--- src/rtl/pet_mem_pkg.sv ---
// Shared types for the PET core SDRAM port arbitration: client indices,
// arbiter FSM states and the read word returned on a watchdog abort.
package pet_mem_pkg;

    typedef enum logic [1:0] {
        CLI_CHAR = 2'd0,
        CLI_ROM  = 2'd1,
        CLI_TAPE = 2'd2
    } client_e;

    typedef enum logic [1:0] {
        ST_IDLE   = 2'd0,
        ST_ACCESS = 2'd1,
        ST_FINISH = 2'd2
    } arb_state_e;

    localparam logic [15:0] TIMEOUT_RDATA = 16'hFFFF;

endpackage

--- src/rtl/sdram_port_prio.sv ---
// Combinational priority picker: char > rom > tape, with tape forced
// first once the starvation guard trips.
module sdram_port_prio
    import pet_mem_pkg::*;
(
    input  logic [2:0] pending,
    input  logic       starve,
    output logic [2:0] grant
);

    always_comb begin
        grant = '0;
        if (starve && pending[CLI_TAPE])
            grant[CLI_TAPE] = 1'b1;
        else if (pending[CLI_CHAR])
            grant[CLI_CHAR] = 1'b1;
        else if (pending[CLI_ROM])
            grant[CLI_ROM] = 1'b1;
        else if (pending[CLI_TAPE])
            grant[CLI_TAPE] = 1'b1;
    end

endmodule

--- src/rtl/sdram_port_arb.sv ---
// Serialises the char, rom and tape toggle-handshake clients onto one
// level-held SDRAM command port, with tape anti-starvation and a watchdog.
module sdram_port_arb
    import pet_mem_pkg::*;
#(
    parameter int AW         = 25,
    parameter int STARVE_MAX = 8,
    parameter int TIMEOUT    = 255
)(
    input  logic          clk,
    input  logic          reset,
    input  logic          init_done,

    input  logic          char_req,
    input  logic [AW-1:0] char_addr,
    input  logic          char_we,
    input  logic [7:0]    char_din,
    output logic          char_ack,
    output logic [15:0]   char_dout,

    input  logic          rom_req,
    input  logic [AW-1:0] rom_addr,
    input  logic          rom_we,
    input  logic [7:0]    rom_din,
    output logic          rom_ack,
    output logic [15:0]   rom_dout,

    input  logic          tape_req,
    input  logic [AW-1:0] tape_addr,
    input  logic          tape_we,
    input  logic [7:0]    tape_din,
    output logic          tape_ack,
    output logic [15:0]   tape_dout,

    output logic          mem_req,
    output logic [AW-2:0] mem_addr,
    output logic          mem_we,
    output logic [1:0]    mem_be,
    output logic [15:0]   mem_wdata,
    input  logic          mem_done,
    input  logic [15:0]   mem_rdata,

    output logic          busy,
    output logic          timeout_err
);

    localparam int SW = $clog2(STARVE_MAX + 1);
    localparam int WW = $clog2(TIMEOUT + 1);

    arb_state_e        state;
    client_e           winner;
    logic [2:0]        req_raw;
    logic [2:0]        req_q;
    logic [2:0]        ack_r;
    logic [2:0][15:0]  dout_r;
    logic [2:0]        pending;
    logic [2:0]        grant;
    logic              starve;
    logic [SW-1:0]     starve_cnt;
    logic [WW-1:0]     watchdog;

    logic [AW-1:0]     sel_addr;
    logic              sel_we;
    logic [7:0]        sel_din;
    client_e           sel_cli;

    assign req_raw   = {tape_req, rom_req, char_req};
    assign pending   = req_q ^ ack_r;
    assign starve    = (starve_cnt == SW'(STARVE_MAX));

    assign char_ack  = ack_r[CLI_CHAR];
    assign rom_ack   = ack_r[CLI_ROM];
    assign tape_ack  = ack_r[CLI_TAPE];
    assign char_dout = dout_r[CLI_CHAR];
    assign rom_dout  = dout_r[CLI_ROM];
    assign tape_dout = dout_r[CLI_TAPE];

    sdram_port_prio u_prio (
        .pending (pending),
        .starve  (starve),
        .grant   (grant)
    );

    always_comb begin
        sel_addr = char_addr;
        sel_we   = char_we;
        sel_din  = char_din;
        sel_cli  = CLI_CHAR;
        if (grant[CLI_TAPE]) begin
            sel_addr = tape_addr;
            sel_we   = tape_we;
            sel_din  = tape_din;
            sel_cli  = CLI_TAPE;
        end else if (grant[CLI_ROM]) begin
            sel_addr = rom_addr;
            sel_we   = rom_we;
            sel_din  = rom_din;
            sel_cli  = CLI_ROM;
        end
    end

    // Acks are preloaded from the live requests so a client whose req is
    // already high at reset is not seen as pending afterwards.
    always_ff @(posedge clk) begin
        if (reset) begin
            req_q       <= req_raw;
            ack_r       <= req_raw;
            dout_r      <= '0;
            mem_req     <= 1'b0;
            mem_addr    <= '0;
            mem_we      <= 1'b0;
            mem_be      <= 2'b00;
            mem_wdata   <= '0;
            busy        <= 1'b0;
            timeout_err <= 1'b0;
            starve_cnt  <= '0;
            watchdog    <= '0;
            winner      <= CLI_CHAR;
            state       <= ST_IDLE;
        end else begin
            req_q <= req_raw;
            case (state)
                ST_IDLE: begin
                    if (!pending[CLI_TAPE])
                        starve_cnt <= '0;
                    if (init_done && (|pending)) begin
                        mem_req   <= 1'b1;
                        mem_addr  <= sel_addr[AW-1:1];
                        mem_we    <= sel_we;
                        mem_be    <= sel_addr[0] ? 2'b01 : 2'b10;
                        mem_wdata <= {sel_din, sel_din};
                        winner    <= sel_cli;
                        watchdog  <= '0;
                        busy      <= 1'b1;
                        state     <= ST_ACCESS;
                        if (grant[CLI_TAPE])
                            starve_cnt <= '0;
                        else if (pending[CLI_TAPE] && !starve)
                            starve_cnt <= starve_cnt + 1'b1;
                    end
                end

                // A completion in the same cycle as the deadline still wins.
                ST_ACCESS: begin
                    if (mem_done) begin
                        mem_req <= 1'b0;
                        if (!mem_we)
                            dout_r[winner] <= mem_rdata;
                        state <= ST_FINISH;
                    end else if (watchdog == WW'(TIMEOUT - 1)) begin
                        mem_req        <= 1'b0;
                        dout_r[winner] <= TIMEOUT_RDATA;
                        timeout_err    <= 1'b1;
                        state          <= ST_FINISH;
                    end else begin
                        watchdog <= watchdog + 1'b1;
                    end
                end

                ST_FINISH: begin
                    ack_r[winner] <= ~ack_r[winner];
                    watchdog      <= '0;
                    busy          <= 1'b0;
                    state         <= ST_IDLE;
                end

                default: begin
                    mem_req <= 1'b0;
                    busy    <= 1'b0;
                    state   <= ST_IDLE;
                end
            endcase
        end
    end

endmodule

--- config.mk ---
export PLATFORM = sky130hd
export DESIGN_NAME = sdram_port_arb
export DESIGN_NICKNAME = d
export VERILOG_FILES = /design/src/rtl/pet_mem_pkg.sv /design/src/rtl/sdram_port_prio.sv /design/src/rtl/sdram_port_arb.sv
export SDC_FILE = /design/constraint.sdc
export NUM_CORES = 1
export LEC_CHECK = 0
export CAP_MARGIN = 40
export CORE_MARGIN = 4
export CORE_UTILIZATION = 40
export CTS_CLUSTER_DIAMETER = 80
export DETAILED_ROUTE_END_ITERATION = 7
export HOLD_SLACK_MARGIN = 0.1
export PLACE_DENSITY_LB_ADDON = 0.12
export SLEW_MARGIN = 10
export SYNTH_ARGS = -nofsm -noshare
export SYNTH_HDL_FRONTEND = slang
export SYNTH_SLANG_ARGS = --single-unit
--- constraint.sdc ---
create_clock -name clk -period 1.9 [get_ports clk]
set_input_delay 0.57 -clock clk [delete_from_list [all_inputs] [get_ports clk]]
set_output_delay 0.57 -clock clk [all_outputs]
set_load 0.02 [all_outputs]
==> results list, run 1 <==
- Run status: finished clean
* Startpoint types: register
* Port bufs: 221
- Sequential cells were found to cover just under 40% of the synthesized design area.
- Final critical-path required period: roughly 1.9 ns
- Layout cells sized above 1: 15.4%
- The number of antenna violations at the first check in global routing was 0.
* Largest cells by area after synthesis: sky130_fd_sc_hd__dfxtp_1 37%, sky130_fd_sc_hd__a32o_1 6.1%, sky130_fd_sc_hd__a31oi_1 5.8%, sky130_fd_sc_hd__a311oi_1 5.6%, sky130_fd_sc_hd__o2111ai_1 5.5%
* Global-route wire length before repair: 30600 um
- After synthesis the cells add up to approximately 5600 sq um.
- Area of the core: between 10000 and 15000 sq um
- Vias per cell: approximately 6
- After global routing the overflow that remains totals 0.
- The repair_antennas step left the layout with diodes totalling 0.
* Number of buffers created by CTS: 9
- Vias post-DR: between 5000 and 6000
* Router iterations before antenna repair: 5
* Worst hold-check path type: reg2reg
* Stage delay of the slowest cell on the critical path: 0.61 ns
- Maximum ir drop on the vdd rail: about 0.47 mV
- After routing the design area is roughly 8800 sq um.
- Post-place instance area: 8120 sq um
- Max frequency: between 500 and 600 MHz
* Final setup violation count: 0
* Cell Pwr Density: 715 nW/um^2
* Transition time at the pin with the least slew margin: 0.410 ns
- The wire-length estimate of the detail-placed layout is ~13000 um.
* Number of placed I/O pins: approximately 220
* Number of slew-limit violations in the final report: 0
- The number of cells on the worst reg-to-reg path is 7.
* Total wirelength of the detailed-routed design: 20000 um
* Hold path depth: 1
* Largest area contributor in the netlist: sky130_fd_sc_hd__dfxtp_1
- Number of sinks on the clock net: approximately 110
- At the worst endpoint, the required time is between 1 and 1.5 ns.
- Clock tree from TritonCTS: built
- Once detail routing completed, the nets flagged for antenna violations numbered 0.
- Die X-Extent: 126 um
* Worst setup slack for register-to-register paths: 0.05 ns
- Counting both buffers and inverters, the worst setup path holds a total of 1.
* Post-synthesis cell count: 591
* Routed WL per cell: 20.1 um
* Hold_sp: mem_addr[22]
- Worst setup path class: reg2out
- Launch instance of the worst register-to-register path: ack_r[2]
* Final net count: roughly 940
- Worst reg2reg path endpoint: mem_addr[16]
* Mean instance size in the synthesized netlist: roughly 9.5 sq um
- Count of H-tree levels built during CTS: 3
- Number of enable flip-flop cells after synthesis: 3
- By count the netlist is led by 105 x sky130_fd_sc_hd__dfxtp_1, 52 x sky130_fd_sc_hd__a31oi_1, 40 x sky130_fd_sc_hd__clkbuf_1.
* Synth top area share: 37.5%
- For this block, the initial DRC count from the detailed router was slightly above 400.
* Category of cells accounting for the largest share of critical-path delay: buffers and inverters
* Power after layout: 6310 uW
- Overall global routing resource usage: between 20% and 30%
- End point of the most critical hold path: mem_addr[22]
* Total Die Area: approximately 16000 sq um
- In this run, the clock network consumes between 20% and 30% of the power.
- Setup repair after global routing could not meet its margin everywhere.
* Slowest stage cell, crit path: sky130_fd_sc_hd__clkdlybuf4s50_1
- Switching power as a share of total power: a little under a third
* Relative contribution of sequential cells to total power: between 30% and 40%
* Most instantiated library cell after synthesis: sky130_fd_sc_hd__dfxtp_1
- Summed over all cells, the static leakage comes to a little under 0.004 uW.
* Worst skew pair latency: between 0.3 and 0.4 ns
- Sw Pwr: between 1500 and 2000 uW
- The worst pin sits at a relative slew slack of around 73%.
* Chip height: 126 um
- Share of synthesized flip-flops with an asynchronous set or reset: 0%
- Hold Violations, Final: 0
* GP Congestion: 0.829
- Critical-path maximum fanout: 2
- Once the floorplan was initialized, standard cells occupied about two fifths of the core.
* Distinct cells, synth: 53
- Internal: roughly 4300 uW
- The number of global-route vias before repair was 5839.
* Remaining routing DRC violations: 0
- Post-cts hold buffer count: 0
* Count of state elements after synthesis: 108
* Maximum number of pins on one net before global-route repair: between 70 and 80
* Post-Synthesis Net Count: 720
* Share of power burned in combinational logic: a little under a third
- # rows: 43
- The area growth from synthesis to layout is 57.3%.
- Among all flip-flop cells after synthesis, the most frequent one is sky130_fd_sc_hd__dfxtp_1.
- Final hold analysis gives a worst-case slack of around 0.46 ns.
- Clock tree root buffer cell: sky130_fd_sc_hd__clkbuf_16
- Data arrives at the worst endpoint at 1.31 ns.
- Fin crit share: between 90% and 100%
* Yosys synthesis warning count: 0
* Cells along the critical path: clkdlybuf4s50_1
- Kind of capture point of the worst setup path: output port
* Buffer depth of the longest clock path: 2
- Clk_skew: about 0.011 ns
- After clock tree synthesis, the clock-pin slew on the worst setup and hold paths is around 0.070 ns.
* Max-capacitance violation count: 0
==> cell families (layout without fill, tap and decap cells) <==
logic type	Yosys count	after routing	share of synthesized area [%]
DFF	108	108	39.1
AOI/OAI and AO/OA	244	244	36.5
xor gates and xnor gates	5	5	1.32
adders and majority gates	4	4	0.892
and+or+nand+nor	108	109	11.2
buffers and inverters	121	341	10.8
muxes	1	1	0.201
==> flip-flops by register name, summed over array words and instances (netlist names) <==
register,count
mem_wdata,8
busy,1
mem_addr,24
winner,2
watchdog,8
ack_r,3
starve_cnt,4
mem_we,1
req_q,3
tape_dout,16
rom_dout,16
timeout_err,1
mem_req,1
state,2
char_dout,16
mem_be,2
==> cell usage in the layout, fill, tap and decap left out, types with 4 or more instances in the layout <==
master | synthesis | final
sky130_fd_sc_hd__buf_4 | 17 | 47
sky130_fd_sc_hd__a211oi_1 | 17 | 16
sky130_fd_sc_hd__dlymetal6s2s_1 | 0 | 43
sky130_fd_sc_hd__o2111ai_1 | 35 | 33
sky130_fd_sc_hd__dfxtp_1 | 105 | 103
sky130_fd_sc_hd__buf_12 | 0 | 13
sky130_fd_sc_hd__buf_6 | 7 | 4
sky130_fd_sc_hd__nand2_1 | 10 | 10
sky130_fd_sc_hd__nor3_1 | 6 | 5
sky130_fd_sc_hd__clkdlybuf4s50_1 | 0 | 130
sky130_fd_sc_hd__a21oi_1 | 11 | 11
sky130_fd_sc_hd__nor2b_1 | 21 | 19
sky130_fd_sc_hd__nor2_1 | 12 | 11
sky130_fd_sc_hd__clkbuf_16 | 0 | 12
sky130_fd_sc_hd__ha_1 | 4 | 4
sky130_fd_sc_hd__nand2b_1 | 4 | 4
sky130_fd_sc_hd__o221ai_1 | 24 | 23
sky130_fd_sc_hd__o221ai_2 | 10 | 11
sky130_fd_sc_hd__a31oi_1 | 52 | 52
sky130_fd_sc_hd__a311oi_1 | 36 | 34
sky130_fd_sc_hd__dlygate4sd2_1 | 0 | 45
sky130_fd_sc_hd__nand3_1 | 5 | 5
sky130_fd_sc_hd__or3_1 | 36 | 36
sky130_fd_sc_hd__a32o_1 | 34 | 34
sky130_fd_sc_hd__inv_1 | 37 | 37
==> power by group through the flow <==
stage,clock network [uW],logic (uW),registers [uW]
6_report,1820,1980,2500
3_5_place_dp,0,1870,2560
4_1_cts,1870,1900,2500
2_1_floorplan,0,886,2700
3_3_place_gp,0,1840,2550
5_1_grt,1970,2110,2510
==> stage by stage <==
stage	setup WS, ns	util (%)	std cells	TNS [ns]
floorplan	0.0124	-	591	0
global placement	-0.286	58.7	956	-21.70
detailed placement	-0.333	58.7	956	-24.84
CTS	0.000237	61.4	982	0
global route	-0.0511	63.8	992	-0.336
finish	0.0158	63.8	992	0
==> worst max path at each step <==
stage | from | end | slack, ns | cells past startpoint
6_report | mem_addr[11] | mem_addr[11] | 0.02 | 1
3_5_place_dp | init_done | mem_addr[4] | -0.33 | 4
5_1_grt | watchdog[0] | tape_dout[6] | -0.05 | 8
4_1_cts | char_dout[13] | char_dout[13] | 0.0002 | 1
3_3_place_gp | init_done | mem_addr[13] | -0.29 | 4
2_1_floorplan | ack_r[2] | mem_wdata[10] | 0.01 | 5
==> routing by layer <==
layer / track usage [%] / vias to the layer above / wire length (um)
met5: 0 / - / 0
met4: 8.52 / 0 / 488
met3: 3.83 / 34 / 1330
met2: 39.3 / 262 / 9830
met1: 29.9 / 2852 / 8320
li1: - / 2806 / -
==> layout make-up <==
type / instances / area, sq um
well taps: 180 / 225
inverters: 37 / 139
flip-flops and latches: 108 / 2190
clock inverters: 5 / 43.8
fillers: 1161 / 5010
clock buffers: 11 / 243
repair buffers: 288 / 3010
multi-input cells: 363 / 2970
==> timing repair <==
action                                 4_1_cts  5_1_grt
setup buffers                                8        7
setup endpoints to repair                   88      125
endpoints found under the hold margin        0        0
resized for setup                           55       61
pin swaps                                    1       28
cloned                                       2        3
Power figures use the tool's default switching activity.
==> run 2: changes to the inputs <==
--- a/config.mk
+++ b/config.mk
@@ -6,11 +6,12 @@
 export NUM_CORES = 1
 export LEC_CHECK = 0
 export CAP_MARGIN = 40
+export CORE_ASPECT_RATIO = 1.2
 export CORE_MARGIN = 4
 export CORE_UTILIZATION = 40
 export CTS_CLUSTER_DIAMETER = 80
 export DETAILED_ROUTE_END_ITERATION = 7
-export HOLD_SLACK_MARGIN = 0.1
+export GPL_TIMING_DRIVEN = 1
 export PLACE_DENSITY_LB_ADDON = 0.12
 export SLEW_MARGIN = 10
 export SYNTH_ARGS = -nofsm -noshare
==> run 2 against run 1 <==
Against the previous run: power increased by 2.1%; the run now ends with negative setup slack left; routed wire length is 2.8% higher; register-to-register slack got worse by 0.07 ns; hold slack gained 0.0040 ns.
==> results list, run 2 (synthesis results as in run 1) <==
* Worst skew pair latency: 0.34 ns (was 0.35 ns)
- The leading cell type in the layout, fill and taps excluded was sky130_fd_sc_hd__clkdlybuf4s50_1 (unchanged).
* Buffer depth of the longest clock path: 2 (unchanged)
* Worst hold-check path type: reg2reg (unchanged)
- Launch instance of the worst register-to-register path: ack_r[1] (was ack_r[2])
- Number of buffers created by CTS: 9 (unchanged)
- Critical-path maximum fanout: 6 (was 2)
- Violations in the final reports: negative setup slack
* Area of the core: 13800 sq um (about the same)
* Kind of capture point of the worst setup path: register (was output port)
* Final critical-path required period: 1.92 ns (was 1.88 ns)
- The clock tree root buffer cell was sky130_fd_sc_hd__clkbuf_16 (unchanged).
* Total wirelength of the detailed-routed design: 20500 um (was 20000 um)
* Relative area change from synthesis to final layout: 60.2% (was 57.3%)
* Max-slew headroom: 74.5% (was 72.7%)
* Die X-Extent: 116 um (was 126 um)
- The number of antenna violations at the first check in global routing came to 0 (unchanged).
- Max-capacitance violation count: 0 (unchanged)
* DPL Wire Length: 13100 um (was 13300 um)
- Number of sinks on the clock net: 108 (unchanged)
* Max frequency: 522 MHz (was 531 MHz)
- The per-cell routed wire length was 20.8 um (was 20.1 um).
* Termination of the worst setup path: mem_addr[7] (was mem_addr[11])
- The actual slew at the worst max-slew pin was 0.383 ns (was 0.410 ns).
- Leakage power: 0.00422 uW (was 0.00395 uW)
* Maximum number of pins on one net before global-route repair: 75 (was 73)
- The violation count after the first detailed-route iteration was 430 (was 405).
- The count of buffers from port buffering came to 221 (unchanged).
* Vias post-DR: 6000 (was 5954)
- The cell depth of the worst flop-to-flop path is 7 (unchanged).
* Unrepaired setup endpoints after global routing: true (unchanged)
* Smallest setup slack after layout: -0.0155 ns (was 0.0158 ns)
- Count of H-tree levels built during CTS: 3 (unchanged)
- Placed cells: 951 (was 956)
- Post-Layout Cell Count: 986 (was 992)
* Clk_skew: 0.00795 ns (was 0.0108 ns)
- The number of top-level pins came to 222 (unchanged).
- The first-pass GRT wire length was 30000 um (was 30600 um).
- Layout cells sized above 1: 16.2% (was 15.4%)
- The antenna cell count is 0 (unchanged).
- Worst setup startpoint: ack_r[1] (was mem_addr[11])
* Register ranked first by flip-flop count: mem_addr (unchanged)
- Run status: complete, but fails checks (was finished clean).
- Vias per cell: 6.09 (was 6.00)
* Clock tree from TritonCTS: built (unchanged)
- The reg2reg setup slack was -0.02 ns (was 0.05 ns).
* Final net count: 939 (was 936)
- Chip height: 138 um (was 126 um)
- Flip-flop count of the largest register after layout: 24 (unchanged)
* Hold Violations, Final: 0 (unchanged)
- Number of global-route vias before repair: 5921 (was 5839)
- The global-route total usage across every layer is 23.2% (about the same).
- The routability-driven placement congestion ratio is 0.855 (was 0.829).
- The starting density of the core is 40.8% (was 40.6%).
- The data arrival time of the critical path is 2.16 ns (was 1.31 ns).
* Number of slew-limit violations in the final report: 0 (unchanged)
- Fin crit share: 101% (was 99.2%)
- Maximum ir drop on the vdd rail: 0.487 mV (was 0.468 mV)
- Startpoint types: register (unchanged)
- The remaining design rule violation count is 0 (unchanged).
- Cell Pwr Density: 717 nW/um^2 (was 715 nW/um^2)
- The total of hold buffers inserted after clock tree synthesis is 0 (unchanged).
- The clock transition at the register clock pins on the worst setup and hold paths after CTS is 0.08 ns (was 0.07 ns).
* # rows: 47 (was 43)
* Worst setup path class: reg2reg (was reg2out)
- The overall overflow remaining after global route was 0 (unchanged).
* Antenna Violating Nets Remaining: 0 (unchanged)
- The total die area came to 16000 sq um (about the same).
* Power after layout: 6440 uW (was 6310 uW)
* Commonest cells after routing, fill and taps aside: 135 x sky130_fd_sc_hd__clkdlybuf4s50_1, 105 x sky130_fd_sc_hd__dfxtp_1, 63 x sky130_fd_sc_hd__dlymetal6s2s_1 (was 130 x sky130_fd_sc_hd__clkdlybuf4s50_1, 103 x sky130_fd_sc_hd__dfxtp_1, 52 x sky130_fd_sc_hd__a31oi_1)
- The first-pass detailed-route iteration total was 5 (unchanged).
- Final setup violation count: 7 (was 0)
- The required time of the critical path is 2.14 ns (was 1.33 ns).
* Worst reg2reg path endpoint: mem_addr[7] (was mem_addr[16])
==> run 2: changes by cell type in the layout (fill, tap and decap cells not counted), sizes merged <==
cell / change
dlymetal6s2s: +20
clkdlybuf4s50: +5
dlygate4sd2: -24
clkdlybuf4s15: -1
inv: +2
buf: +1
==> run 2: worst min-delay path by stage <==
stage                 startpoint      endpoint  slack, ns  depth (start not counted)
floorplan              winner[1]     winner[1]       0.46                          2
global placement    mem_addr[17]  mem_addr[17]       0.45                          1
detailed placement   mem_addr[6]   mem_addr[6]       0.46                          1
CTS                  mem_addr[6]   mem_addr[6]       0.47                          1
global route        mem_addr[13]  mem_addr[13]       0.49                          1
finish               mem_addr[6]   mem_addr[6]       0.47                          1
==> run 2: layer usage <==
metal | track usage, % | vias up | wire (um)
met5 | 0 | - | 0
met2 | 39.2 | 274 | 10000
met4 | 6.58 | 0 | 593
li1 | - | 2799 | -
met3 | 6.02 | 40 | 1890
met1 | 29.1 | 2887 | 8040
==> run 2: timing repair <==
item | in CTS | in global routing
pin swaps | 12 | 21
cloned | 4 | 5
endpoints found under the hold margin | 0 | 0
setup endpoints to repair | 63 | 151
gates resized for setup | 30 | 85
setup buffers | 2 | 9
==> run 2: final cells by class <==
cell class              count  area (sq um)
clock buffers               9           225
clock inverters             7          67.6
fillers                  1127          4780
inverters                  37           139
multi-input cells         363          2990
flip-flops and latches    108          2190
well taps                 171           214
repair buffers            291          3160
==> run 2: metrics by stage <==
| step | setup slack [ns] | setup TNS [ns] | area, sq um | hold WS, ns | utilization [%] |
|---|---|---|---|---|---|
| floorplan | 0.0124 | 0 | 5610 | 0.458 | - |
| global placement | -0.286 | -20.30 | 8120 | 0.448 | 59.0 |
| detailed placement | -0.369 | -22.34 | 8120 | 0.457 | 59.0 |
| CTS | 0.00113 | 0 | 8520 | 0.473 | 61.9 |
| global route | -0.101 | -1.95 | 8980 | 0.486 | 65.3 |
| finish | -0.0155 | -0.0474 | 8980 | 0.469 | 65.3 |
==> run 2: where the power goes <==
group          internal, uW  switching [uW]
clock                   927             929
sequential             2410            86.6
combinational          1030            1060
==> run 2: critical path, stage by stage (launching register included) <==
cell	delay, ns
sky130_fd_sc_hd__edfxtp_1	0.42
sky130_fd_sc_hd__buf_6	0.15
sky130_fd_sc_hd__xor2_4	0.22
sky130_fd_sc_hd__buf_6	0.15
sky130_fd_sc_hd__o211a_4	0.29
sky130_fd_sc_hd__clkbuf_16	0.20
sky130_fd_sc_hd__o221ai_1	0.13
sky130_fd_sc_hd__a32o_1	0.26
